[src/rtl/lfsr_arbiter.sv]
// Shared 13-bit LFSR noise source (taps 12,3,2,0). Each fully refreshed word
// goes to exactly one requester, picked round-robin.
module lfsr_arbiter #(
  parameter int          NUM_REQ = 4,
  parameter int          SHIFTS  = 13,
  parameter logic [12:0] SEED    = 13'h000F
) (
  input  logic                       clock,
  input  logic                       reset_n,
  input  logic                       enable,
  input  logic                       seed_load,
  input  logic [12:0]                seed_value,
  input  logic [NUM_REQ-1:0]         req,
  output logic [NUM_REQ-1:0]         ack,
  output logic [12:0]                rnd,
  output logic [$clog2(NUM_REQ)-1:0] grant_id
);

  localparam int IW = $clog2(NUM_REQ);
  localparam int CW = $clog2(SHIFTS + 1);

  logic [12:0]      lfsr_reg;
  logic [CW-1:0]    cnt_reg;
  logic [IW-1:0]    ptr_reg;

  logic             fb;
  logic [12:0]      lfsr_next;
  logic [IW-1:0]    cand_idx [NUM_REQ];
  logic [NUM_REQ-1:0] cand_req;
  logic             win_found;
  logic [IW-1:0]    win_idx;
  logic [IW-1:0]    ptr_next;
  logic [NUM_REQ-1:0] win_onehot;
  logic             ready;
  logic             grant;

  assign fb        = lfsr_reg[12] ^ lfsr_reg[3] ^ lfsr_reg[2] ^ lfsr_reg[0];
  // An all-zero register would never leave zero; reload the seed instead.
  assign lfsr_next = (lfsr_reg == 13'd0) ? SEED : {lfsr_reg[11:0], fb};

  // Candidate gi is the client gi places after the round-robin pointer.
  for (genvar gi = 0; gi < NUM_REQ; gi++) begin : g_cand
    logic [IW:0] sum;
    assign sum           = {1'b0, ptr_reg} + (IW+1)'(gi);
    assign cand_idx[gi]  = (sum >= (IW+1)'(NUM_REQ)) ? IW'(sum - (IW+1)'(NUM_REQ))
                                                     : sum[IW-1:0];
    assign cand_req[gi]  = req[cand_idx[gi]];
    assign win_onehot[gi] = (win_idx == IW'(gi));
  end

  always_comb begin
    win_found = 1'b0;
    win_idx   = '0;
    for (int k = NUM_REQ - 1; k >= 0; k--) begin
      if (cand_req[k]) begin
        win_found = 1'b1;
        win_idx   = cand_idx[k];
      end
    end
  end

  assign ptr_next = (win_idx == IW'(NUM_REQ - 1)) ? '0 : win_idx + 1'b1;
  assign ready    = (cnt_reg == CW'(SHIFTS));
  assign grant    = ready && win_found;

  always_ff @(posedge clock or negedge reset_n) begin
    if (!reset_n) begin
      lfsr_reg <= SEED;
      cnt_reg  <= '0;
      ptr_reg  <= '0;
      ack      <= '0;
      rnd      <= '0;
      grant_id <= '0;
    end else begin
      ack <= '0;
      if (seed_load) begin
        lfsr_reg <= (seed_value == 13'd0) ? SEED : seed_value;
        cnt_reg  <= '0;
      end else begin
        if (grant) begin
          ack      <= win_onehot;
          rnd      <= lfsr_reg;
          grant_id <= win_idx;
          ptr_reg  <= ptr_next;
        end
        if (enable) begin
          lfsr_reg <= lfsr_next;
        end
        if (grant) begin
          cnt_reg <= '0;
        end else if (enable && !ready) begin
          cnt_reg <= cnt_reg + 1'b1;
        end
      end
    end
  end

endmodule
[config.mk]
export PLATFORM = sky130hd
export DESIGN_NAME = lfsr_arbiter
export DESIGN_NICKNAME = d
export VERILOG_FILES = /design/src/rtl/lfsr_arbiter.sv
export SDC_FILE = /design/constraint.sdc
export NUM_CORES = 1
export LEC_CHECK = 0
export ABC_CLOCK_PERIOD_IN_PS = 4700
export CORE_ASPECT_RATIO = 1.1
export CORE_MARGIN = 2
export CORE_UTILIZATION = 43
export CTS_CLUSTER_SIZE = 10
export DETAILED_ROUTE_END_ITERATION = 6
export HOLD_SLACK_MARGIN = 0.03
export PLACE_DENSITY_LB_ADDON = 0.2
export RECOVER_POWER = 25
export SYNTH_ARGS = -nofsm -noshare
export SYNTH_HDL_FRONTEND = slang
export SYNTH_SLANG_ARGS = --single-unit
[constraint.sdc]
create_clock -name clock -period 4.7 [get_ports clock]
set_input_delay 1.175 -clock clock [delete_from_list [all_inputs] [get_ports clock]]
set_output_delay 1.175 -clock clock [all_outputs]
set_load 0.005 [all_outputs]
==> summary.json, run 1 <==
{
  "drt-vias-per-instance": {"value": 5.23},
  "hold_slack": {"value": 0.514, "unit": "ns"},
  "synthDominantCellAreaShare": {"value": 0.449},
  "finalSetupTns": {"value": 0, "unit": "ns"},
  "number_of_remaining_drc_errors": {"value": 0},
  "finalWeightedCongestion": {"value": 0.841},
  "rows": {"value": 25},
  "worst_ep_required_time": {"value": 4.87, "unit": "ns"},
  "cts_resized": {"value": 0},
  "internal_dissipation": {"value": 511, "unit": "µW"},
  "min_path_type": {"value": "flip-flop to flip-flop"},
  "synth_top_cells_by_count": {"value": "sky130_fd_sc_hd__dfrtp_1, sky130_fd_sc_hd__mux2_4, sky130_fd_sc_hd__o21ai_0"},
  "report.final.hold_viol_count": {"value": 0},
  "wl_per_cell": {"value": 14.9, "unit": "µm"},
  "avg_synthesized_cell_area": {"value": 11.8, "unit": "µm²"},
  "library_cell_with_the_highest_instance_count_after_synthesis": {"value": "sky130_fd_sc_hd__dfrtp_1"},
  "report.power.total": {"value": 684, "unit": "µW"},
  "synth.distinct_cells": {"value": 32},
  "clock.fmax": {"value": 318, "unit": "MHz"},
  "vias": {"value": 1340},
  "leakage": {"value": 0.00107, "unit": "µW"},
  "synth_cells": {"value": 160},
  "clock-sinks": {"value": 38},
  "detailedRoute.firstIterationViolations": {"value": 51},
  "total_switching_power": {"value": 173, "unit": "µW"},
  "ys_seq_area_frac": {"value": 0.505},
  "dominantRegCellSynth": {"value": "sky130_fd_sc_hd__dfrtp_1"},
  "grt_antenna_before_repair": {"value": 0},
  "synth_enable_flop_cells": {"value": 0},
  "die_height": {"value": 73.6, "unit": "µm"},
  "globalRouteOverflowTotal": {"value": 0},
  "final_core_util": {"value": 0.566},
  "rsz0062_at_grt": {"value": "false"},
  "post_route_cells_drive_above_1_share": {"value": 0.158},
  "grt.total_usage": {"value": 0.173},
  "standard_cell_core_area": {"value": 4250, "unit": "µm²"},
  "clk_path_buf_depth": {"value": 2},
  "floorplan.initialDensity": {"value": 0.445},
  "vias_in_the_first_global_route": {"value": 1378},
  "route.antenna.remaining_nets": {"value": 0},
  "cts.root.buffer_cell": {"value": "sky130_fd_sc_hd__clkbuf_8"},
  "cellPowerDensity": {"value": 284, "unit": "nW/µm²"},
  "mappedNetlistNets": {"value": 187},
  "grt_pass1_wl": {"value": 6320, "unit": "µm"},
  "final-max-slew-violation-count": {"value": 39},
  "share_clk_of_total_power": {"value": 0.331},
  "postCtsSetupBuffers": {"value": 0},
  "worst_slew_pin_slew": {"value": 1.99, "unit": "ns"},
  "cts.reportedPaths.clkPinSlew": {"value": 0.07, "unit": "ns"},
  "route.final.wire_length": {"value": 3810, "unit": "µm"},
  "cts.htree.levels": {"value": 2},
  "die_width": {"value": 67.3, "unit": "µm"},
  "max-cap-violations": {"value": 1},
  "cts_hold_buf": {"value": 0},
  "worstSetupEndpointType": {"value": "flip-flop"},
  "place_worst_setup_slack": {"value": 1.26, "unit": "ns"},
  "final_setup_violation_count": {"value": 0},
  "setup_slack": {"value": 1.55, "unit": "ns"},
  "failing_checks": {"value": "capacitance limit, slew limit"},
  "design.portCount": {"value": 40},
  "synthArstFlopShare": {"value": 1.00},
  "worst-path-max-fanout": {"value": 24},
  "synth.top_cells.by_area": {"value": "sky130_fd_sc_hd__dfrtp_1, sky130_fd_sc_hd__mux2_4, sky130_fd_sc_hd__dfstp_2, sky130_fd_sc_hd__mux2i_1, sky130_fd_sc_hd__ha_1"},
  "dp_hpwl": {"value": 2800, "unit": "µm"},
  "r2r_setup_slack": {"value": 2.63, "unit": "ns"},
  "yosys_warnings": {"value": 0},
  "peakVddDrop": {"value": 0.000179, "unit": "V"},
  "die_area": {"value": 4950, "unit": "µm²"},
  "status": {"value": "finished with violations"},
  "cp-start-kind": {"value": "input pin"},
  "tritoncts": {"value": "done"},
  "combPwrFrac": {"value": 0.132},
  "synth_area_leader_cell": {"value": "sky130_fd_sc_hd__dfrtp_1"},
  "max_slew_margin": {"value": -0.325},
  "syn-cell-area": {"value": 1890, "unit": "µm²"},
  "timing.critical_path.arrival": {"value": 3.32, "unit": "ns"},
  "worstSkewPairLatency": {"value": 0.29, "unit": "ns"},
  "fin_crit_sh": {"value": 0.670},
  "period_minus_slack": {"value": 3.15, "unit": "ns"},
  "seq_power_share": {"value": 0.537},
  "switching_share": {"value": 0.253},
  "setup.worst_path.class": {"value": "input pin to flip-flop"},
  "grt_max_degree": {"value": 39},
  "post_synthesis_sequential_element_count": {"value": 38},
  "placement.io_buffers": {"value": 39},
  "clock-skew-final": {"value": 0.00732, "unit": "ns"},
  "syn2layout_area_growth": {"value": 27.1, "unit": "%"},
  "final_nets": {"value": 228},
  "number_of_antenna_diodes": {"value": 0},
  "cts_buffers": {"value": 5},
  "dr.pass1.iters": {"value": 4}
}
[power by group through the flow]
stage	logic [µW]	registers, µW	clock network, µW
CTS	91.7	367	236
finish	90.4	367	226
global placement	87.7	372	0
floorplan	53.1	367	0
detailed placement	90.8	373	0
global route	104	370	248
[metrics by stage]
stage | instances | cell area (µm²)
after floorplan | 160 | 1890
after global placement | 248 | 2310
after detailed placement | 248 | 2310
after CTS | 256 | 2410
after global routing | 256 | 2410
final | 256 | 2410
[critical path: stages]
cell	delay, ns
sky130_fd_sc_hd__clkdlybuf4s50_1	0.81
sky130_fd_sc_hd__nor3_4	0.61
sky130_fd_sc_hd__buf_4	0.35
sky130_fd_sc_hd__mux2_2	0.36
[layout make-up]
class,instances,area [µm²]
inverter,5,18.8
multi-input combinational,111,880
sequential,38,956
timing repair buffer,40,392
tap,54,67.6
clock inverter,2,12.5
fill,385,1850
clock buffer,6,82.6
[path summary, 6_finish.rpt]
path,from,end,cells after the start
hold / removal,rnd[5],rnd[5],1
hold reg to reg,rnd[5],rnd[5],1
setup / recovery,seed_load,rnd[5],4
min in group asynchronous,reset_n,rnd[11],1
setup reg to reg,cnt_reg[1],rnd[5],6
max in group asynchronous,reset_n,rnd[0],1
[layout by cell type, fill, tap and decap left out, types with 5 or more instances in the layout]
cell type and n:
sky130_fd_sc_hd__nand2_1 12, sky130_fd_sc_hd__mux2i_1 10, sky130_fd_sc_hd__dfrtp_1 34, sky130_fd_sc_hd__a21oi_1 5, sky130_fd_sc_hd__mux2_4 14, sky130_fd_sc_hd__nor2_1 11
sky130_fd_sc_hd__clkdlybuf4s50_1 38, sky130_fd_sc_hd__inv_1 5, sky130_fd_sc_hd__clkbuf_8 6, sky130_fd_sc_hd__ha_1 6, sky130_fd_sc_hd__o21ai_0 14
[kinds of logic (layout without fill, tap and decap cells)]
kind of cell,Yosys count,in the layout,share of synthesized area
multiplexers,26,26,0.176
XOR/XNOR,6,6,0.0277
buffers and inverters,11,53,0.0310
AO/OA/AOI/OAI,26,26,0.0779
AND/OR/NAND/NOR,47,47,0.143
adder cells (fa/ha/maj),6,6,0.0396
flip-flops,38,38,0.505
[metal layers]
layer / share of wire / track usage / up-vias
li1: - / - / 639
met1: 0.43 / 0.208 / 657
met2: 0.50 / 0.294 / 36
met3: 0.047 / 0.0521 / 8
met4: 0.018 / 0.0590 / 0
met5: 0 / 0 / -
No activity file was read; power rests on OpenSTA's default activity.
==> inputs of run 2 (changes only) <==
--- a/config.mk
+++ b/config.mk
@@ -5,7 +5,7 @@
 export SDC_FILE = /design/constraint.sdc
 export NUM_CORES = 1
 export LEC_CHECK = 0
-export ABC_CLOCK_PERIOD_IN_PS = 4700
+export ABC_CLOCK_PERIOD_IN_PS = 3000
 export CORE_ASPECT_RATIO = 1.1
 export CORE_MARGIN = 2
 export CORE_UTILIZATION = 43
==> constraint.sdc (replaced) <==
create_clock -name clock -period 3 [get_ports clock]
set_input_delay 0.75 -clock clock [delete_from_list [all_inputs] [get_ports clock]]
set_output_delay 0.75 -clock clock [all_outputs]
set_load 0.005 [all_outputs]
==> summary.json, run 2 (same netlist as run 1, synthesis figures left out) <==
{
  "worstSkewPairLatency": {"value": 0.29, "unit": "ns"},
  "min_delay_path_depth": {"value": 1},
  "layout.cells.most_common_list": {"value": "sky130_fd_sc_hd__clkdlybuf4s50_1, sky130_fd_sc_hd__dfrtp_1, sky130_fd_sc_hd__mux2_4, sky130_fd_sc_hd__o21ai_0, sky130_fd_sc_hd__nand2_1"},
  "path_cells": {"value": "clkdlybuf4s50_1 > a21oi_1 > a2bb2oi_1 > ha_1 > mux2_4"},
  "timing.hold.worst.start": {"value": "rnd[2]"},
  "clk_path_buf_depth": {"value": 2},
  "worstSetupEndpointType": {"value": "flip-flop"},
  "cp-start-kind": {"value": "input pin"},
  "number_of_remaining_drc_errors": {"value": 0},
  "fin_crit_sh": {"value": 0.730},
  "leakage": {"value": 0.00109, "unit": "µW"},
  "cts.htree.levels": {"value": 2},
  "hold_slack": {"value": 0.509, "unit": "ns"},
  "clock.fmax": {"value": 457, "unit": "MHz"},
  "grt_max_degree": {"value": 39},
  "layout.cell_area.non_filler": {"value": 2440, "unit": "µm²"},
  "worst-path-max-fanout": {"value": 4},
  "max-cap-violations": {"value": 1},
  "startpoint": {"value": "req[0]"},
  "postCtsSetupBuffers": {"value": 0},
  "period_minus_slack": {"value": 2.19, "unit": "ns"},
  "final_common_cell": {"value": "sky130_fd_sc_hd__clkdlybuf4s50_1"},
  "rows": {"value": 25},
  "design.portCount": {"value": 40},
  "r2r_start": {"value": "cnt_reg[1]"},
  "post_route_cells_drive_above_1_share": {"value": 0.161},
  "number_of_antenna_diodes": {"value": 0},
  "total_switching_power": {"value": 275, "unit": "µW"},
  "place_worst_setup_slack": {"value": 0.510, "unit": "ns"},
  "cellPowerDensity": {"value": 468, "unit": "nW/µm²"},
  "worst_ep_required_time": {"value": 3.18, "unit": "ns"},
  "dpl_cell_area": {"value": 2340, "unit": "µm²"},
  "worst_slew_pin_slew": {"value": 2.01, "unit": "ns"},
  "globalRouteOverflowTotal": {"value": 0},
  "cts_buffers": {"value": 5},
  "final_nets": {"value": 231},
  "route.final.wire_length": {"value": 3840, "unit": "µm"},
  "setup.worst_path.class": {"value": "input pin to flip-flop"},
  "setup_slack": {"value": 0.810, "unit": "ns"},
  "vias_in_the_first_global_route": {"value": 1392},
  "syn2layout_area_growth": {"value": 28.9, "unit": "%"},
  "final_core_util": {"value": 0.574},
  "vias": {"value": 1350},
  "switching_share": {"value": 0.241},
  "die_height": {"value": 73.6, "unit": "µm"},
  "cts_resized": {"value": 0},
  "cp_slowest_cell": {"value": "sky130_fd_sc_hd__clkdlybuf4s50_1"},
  "finalSetupTns": {"value": 0, "unit": "ns"},
  "status": {"value": "finished with violations"},
  "dr.pass1.iters": {"value": 6},
  "placement.io_buffers": {"value": 39},
  "cts_hold_buf": {"value": 0},
  "timing.critical_path.arrival": {"value": 2.37, "unit": "ns"},
  "critical-path-max-stage-delay": {"value": 0.50, "unit": "ns"},
  "wl_per_cell": {"value": 14.8, "unit": "µm"},
  "share_clk_of_total_power": {"value": 0.368},
  "grt.total_usage": {"value": 0.177},
  "die_area": {"value": 4950, "unit": "µm²"},
  "combPwrFrac": {"value": 0.128},
  "seq_power_share": {"value": 0.503},
  "final-max-slew-violation-count": {"value": 39},
  "grt_antenna_before_repair": {"value": 0},
  "final_setup_violation_count": {"value": 0},
  "finalWeightedCongestion": {"value": 0.864},
  "rsz0062_at_grt": {"value": "false"},
  "detailedRoute.firstIterationViolations": {"value": 27},
  "route.antenna.remaining_nets": {"value": 0},
  "fillerInstances": {"value": 366},
  "tritoncts": {"value": "done"},
  "max_slew_margin": {"value": -0.338},
  "cts.root.buffer_cell": {"value": "sky130_fd_sc_hd__clkbuf_8"},
  "floorplan.initialDensity": {"value": 0.445},
  "cts.reportedPaths.clkPinSlew": {"value": 0.07, "unit": "ns"},
  "peakVddDrop": {"value": 0.000309, "unit": "V"},
  "multiInputGateArea": {"value": 880, "unit": "µm²"},
  "clock-skew-final": {"value": 0.0118, "unit": "ns"},
  "grt_pass1_wl": {"value": 6490, "unit": "µm"},
  "dp_hpwl": {"value": 2750, "unit": "µm"},
  "internal_dissipation": {"value": 868, "unit": "µW"},
  "failing_checks": {"value": "capacitance limit, slew limit"},
  "r2r_setup_slack": {"value": 1.21, "unit": "ns"},
  "report.final.hold_viol_count": {"value": 0},
  "clock-sinks": {"value": 38},
  "timing.rr.end": {"value": "rnd[4]"},
  "hold_end": {"value": "rnd[2]"},
  "standard_cell_core_area": {"value": 4250, "unit": "µm²"},
  "drt-vias-per-instance": {"value": 5.21},
  "sequential_cell_area": {"value": 956, "unit": "µm²"},
  "die_width": {"value": 67.3, "unit": "µm"},
  "min_path_type": {"value": "flip-flop to flip-flop"},
  "worst_reg_to_reg_cells": {"value": 6}
}
-- run 2: cell types whose count changed in the layout (fill, tap and decap cells not counted) --
cell                         delta
sky130_fd_sc_hd__clkinvlp_4     -1
sky130_fd_sc_hd__bufinv_16      +1
sky130_fd_sc_hd__clkbuf_1       +2
sky130_fd_sc_hd__clkbuf_8       -1
sky130_fd_sc_hd__buf_4          +3
sky130_fd_sc_hd__clkinv_2       -1
-- run 2: worst max-delay path by stage --
stage	slack (ns)	end	depth (start not counted)
finish	0.81	ptr_reg[1]	5
CTS	0.82	ptr_reg[1]	5
floorplan	1.03	ptr_reg[1]	5
global placement	0.60	ptr_reg[1]	7
detailed placement	0.51	ptr_reg[1]	5
global route	0.38	rnd[1]	1
-- run 2: critical path: cells and delay by family --
kind / cells / cell delay (ns)
buffers and inverters: 1 / 0.50
muxes: 1 / 0.25
adders and majority gates: 1 / 0.30
AOI/OAI and AO/OA: 2 / 0.56
-- run 2: power by group through the flow --
stage	registers (µW)	logic (µW)	clock network (µW)
finish	575	147	421
global route	579	168	455
CTS	575	149	432
detailed placement	585	146	0
global placement	583	143	0
floorplan	574	83.3	0
-- run 2: cell type report --
type / count / share of cell area
clock buffers: 7 / 0.0313
multi-input cells: 111 / 0.360
well taps: 54 / 0.0277
flip-flops and latches: 38 / 0.391
repair buffers: 43 / 0.170
inverters: 5 / 0.00768
clock inverters: 1 / 0.0123
-- run 2: metal layers --
metal / vias to the layer above / wire length (µm) / share of wire / global-route usage
met2: 31 / 1870 / 0.49 / 0.293
met4: 0 / 60 / 0.016 / 0.0703
met3: 6 / 190 / 0.049 / 0.0505
met5: - / 0 / 0 / 0
li1: 651 / - / - / -
met1: 662 / 1720 / 0.45 / 0.218
-- run 2: per-stage QoR --
stage | power [µW] | cells
3_3_place_gp | 726 | 251
4_1_cts | 1160 | 259
2_1_floorplan | 658 | 160
6_report | 1140 | 259
5_1_grt | 1200 | 259
3_5_place_dp | 732 | 251
==> inputs of run 3 (changes only) <==
--- a/config.mk
+++ b/config.mk
@@ -5,7 +5,7 @@
 export SDC_FILE = /design/constraint.sdc
 export NUM_CORES = 1
 export LEC_CHECK = 0
-export ABC_CLOCK_PERIOD_IN_PS = 3000
+export ABC_CLOCK_PERIOD_IN_PS = 2200
 export CORE_ASPECT_RATIO = 1.1
 export CORE_MARGIN = 2
 export CORE_UTILIZATION = 43
==> constraint.sdc (replaced) <==
create_clock -name clock -period 2.2 [get_ports clock]
set_input_delay 0.55 -clock clock [delete_from_list [all_inputs] [get_ports clock]]
set_output_delay 0.55 -clock clock [all_outputs]
set_load 0.005 [all_outputs]
==> summary.json, run 3 (same netlist as run 1, synthesis figures left out) <==
{
  "placement.io_buffers": {"value": 39},
  "route.antenna.remaining_nets": {"value": 0},
  "vias": {"value": 1352},
  "grt.total_usage": {"value": 0.184},
  "timing.critical_path.arrival": {"value": 2.27, "unit": "ns"},
  "standard_cell_core_area": {"value": 4250, "unit": "µm²"},
  "clk_path_buf_depth": {"value": 2},
  "rows": {"value": 25},
  "max_slew_margin": {"value": 0.129},
  "drt-vias-per-instance": {"value": 5.06},
  "status": {"value": "finished, final reports clean"},
  "place_worst_setup_slack": {"value": -0.440, "unit": "ns"},
  "vias_in_the_first_global_route": {"value": 1415},
  "number_of_remaining_drc_errors": {"value": 0},
  "cts_buffers": {"value": 5},
  "dp_hpwl": {"value": 2890, "unit": "µm"},
  "finalWeightedCongestion": {"value": 0.856},
  "report.power.total": {"value": 1720, "unit": "µW"},
  "grt_antenna_before_repair": {"value": 0},
  "cts.reportedPaths.clkPinSlew": {"value": 0.07, "unit": "ns"},
  "fin_crit_sh": {"value": 0.953},
  "design.portCount": {"value": 40},
  "grt_max_degree": {"value": 26},
  "clock-skew-final": {"value": 0.00669, "unit": "ns"},
  "leakage": {"value": 0.00114, "unit": "µW"},
  "worst-path-max-fanout": {"value": 11},
  "cellPowerDensity": {"value": 676, "unit": "nW/µm²"},
  "die_height": {"value": 73.6, "unit": "µm"},
  "tritoncts": {"value": "done"},
  "rsz0062_at_grt": {"value": "false"},
  "floorplan.initialDensity": {"value": 0.445},
  "cts.htree.levels": {"value": 2},
  "cts.root.buffer_cell": {"value": "sky130_fd_sc_hd__clkbuf_8"},
  "setup_slack": {"value": 0.103, "unit": "ns"},
  "hold_slack": {"value": 0.510, "unit": "ns"},
  "worstSkewPairLatency": {"value": 0.29, "unit": "ns"},
  "max-cap-violations": {"value": 0},
  "dr.pass1.iters": {"value": 3},
  "final-max-slew-violation-count": {"value": 0},
  "cts_hold_buf": {"value": 0},
  "number_of_cells_in_the_design_after_placement": {"value": 258},
  "route.final.wire_length": {"value": 3910, "unit": "µm"},
  "detailedRoute.firstIterationViolations": {"value": 37},
  "peakVddDrop": {"value": 0.000364, "unit": "V"},
  "worst_reg_to_reg_cells": {"value": 5},
  "period_minus_slack": {"value": 2.10, "unit": "ns"},
  "finalSetupTns": {"value": 0, "unit": "ns"},
  "wl_per_cell": {"value": 14.6, "unit": "µm"},
  "die_width": {"value": 67.3, "unit": "µm"},
  "final_nets": {"value": 239},
  "setup.worst_path.class": {"value": "input pin to flip-flop"},
  "worst_slew_pin_slew": {"value": 1.31, "unit": "ns"},
  "postCtsSetupBuffers": {"value": 0},
  "syn2layout_area_growth": {"value": 34.1, "unit": "%"},
  "number_of_antenna_diodes": {"value": 0},
  "worstSetupEndpointType": {"value": "flip-flop"},
  "final_setup_violation_count": {"value": 0},
  "cp-start-kind": {"value": "input pin"},
  "report.final.hold_viol_count": {"value": 0},
  "worst_ep_required_time": {"value": 2.37, "unit": "ns"},
  "min_path_type": {"value": "flip-flop to flip-flop"},
  "post_route_cells_drive_above_1_share": {"value": 0.202},
  "grt_pass1_wl": {"value": 6780, "unit": "µm"},
  "die_area": {"value": 4950, "unit": "µm²"},
  "globalRouteOverflowTotal": {"value": 0},
  "clock-sinks": {"value": 38},
  "final_common_cell": {"value": "sky130_fd_sc_hd__clkdlybuf4s50_1"},
  "min_delay_path_depth": {"value": 1},
  "clock.fmax": {"value": 477, "unit": "MHz"},
  "layout.cells.most_common_list": {"value": "sky130_fd_sc_hd__clkdlybuf4s50_1, sky130_fd_sc_hd__dfrtp_1, sky130_fd_sc_hd__mux2_4, sky130_fd_sc_hd__o21ai_0, sky130_fd_sc_hd__nand2_1"},
  "cts_resized": {"value": 0},
  "finalNonFillerCells": {"value": 267}
}
## run 3: changes by cell type in the layout (fill, tap and decap cells not counted), sizes merged
cell	previous run	this run
bufinv	1	2
clkbuf	8	7
nor3	4	5
buf	4	11
## run 3: where the power goes
part,internal [µW],switching [µW],leakage (µW)
combinational,112,100,0.000575
clock,483,238,0.0000714
sequential,741,42.9,0.000495
## run 3: critical path, stage by stage
cell	delay, ns
sky130_fd_sc_hd__clkdlybuf4s50_1	0.56
sky130_fd_sc_hd__nor4_4	0.09
sky130_fd_sc_hd__nor3_4	0.66
sky130_fd_sc_hd__mux2_2	0.41
## run 3: layout make-up
class,instances,area [µm²]
fill,366,1710
timing repair buffer,50,467
tap,54,67.6
clock inverter,2,60.1
inverter,5,18.8
clock buffer,6,82.6
sequential,38,956
multi-input combinational,112,890
## run 3: worst paths after layout
kind / slack (ns) / endpoint / from
min in group asynchronous: 0.53 / cnt_reg[2] / reset_n
worst max-delay path: 0.10 / rnd[4] / req[3]
worst min-delay path: 0.51 / rnd[1] / rnd[1]
worst min register to register: 0.51 / rnd[1] / rnd[1]
worst max register to register: 0.28 / rnd[4] / cnt_reg[1]
max in group asynchronous: 0.87 / ack[0] / reset_n
## run 3: per-layer routing
metal | track usage | vias up | share of wire
met5 | 0 | - | 0
met4 | 0.0658 | 0 | 0.015
met3 | 0.0521 | 5 | 0.044
met2 | 0.303 | 28 | 0.49
met1 | 0.231 | 656 | 0.45
li1 | - | 663 | -
## run 3: metrics by stage
stage | area [µm²] | util
final | 2540 | 0.597
after global routing | 2540 | 0.597
after CTS | 2540 | 0.598
after detailed placement | 2390 | 0.562
after global placement | 2390 | 0.562
after floorplan | 1890 | -
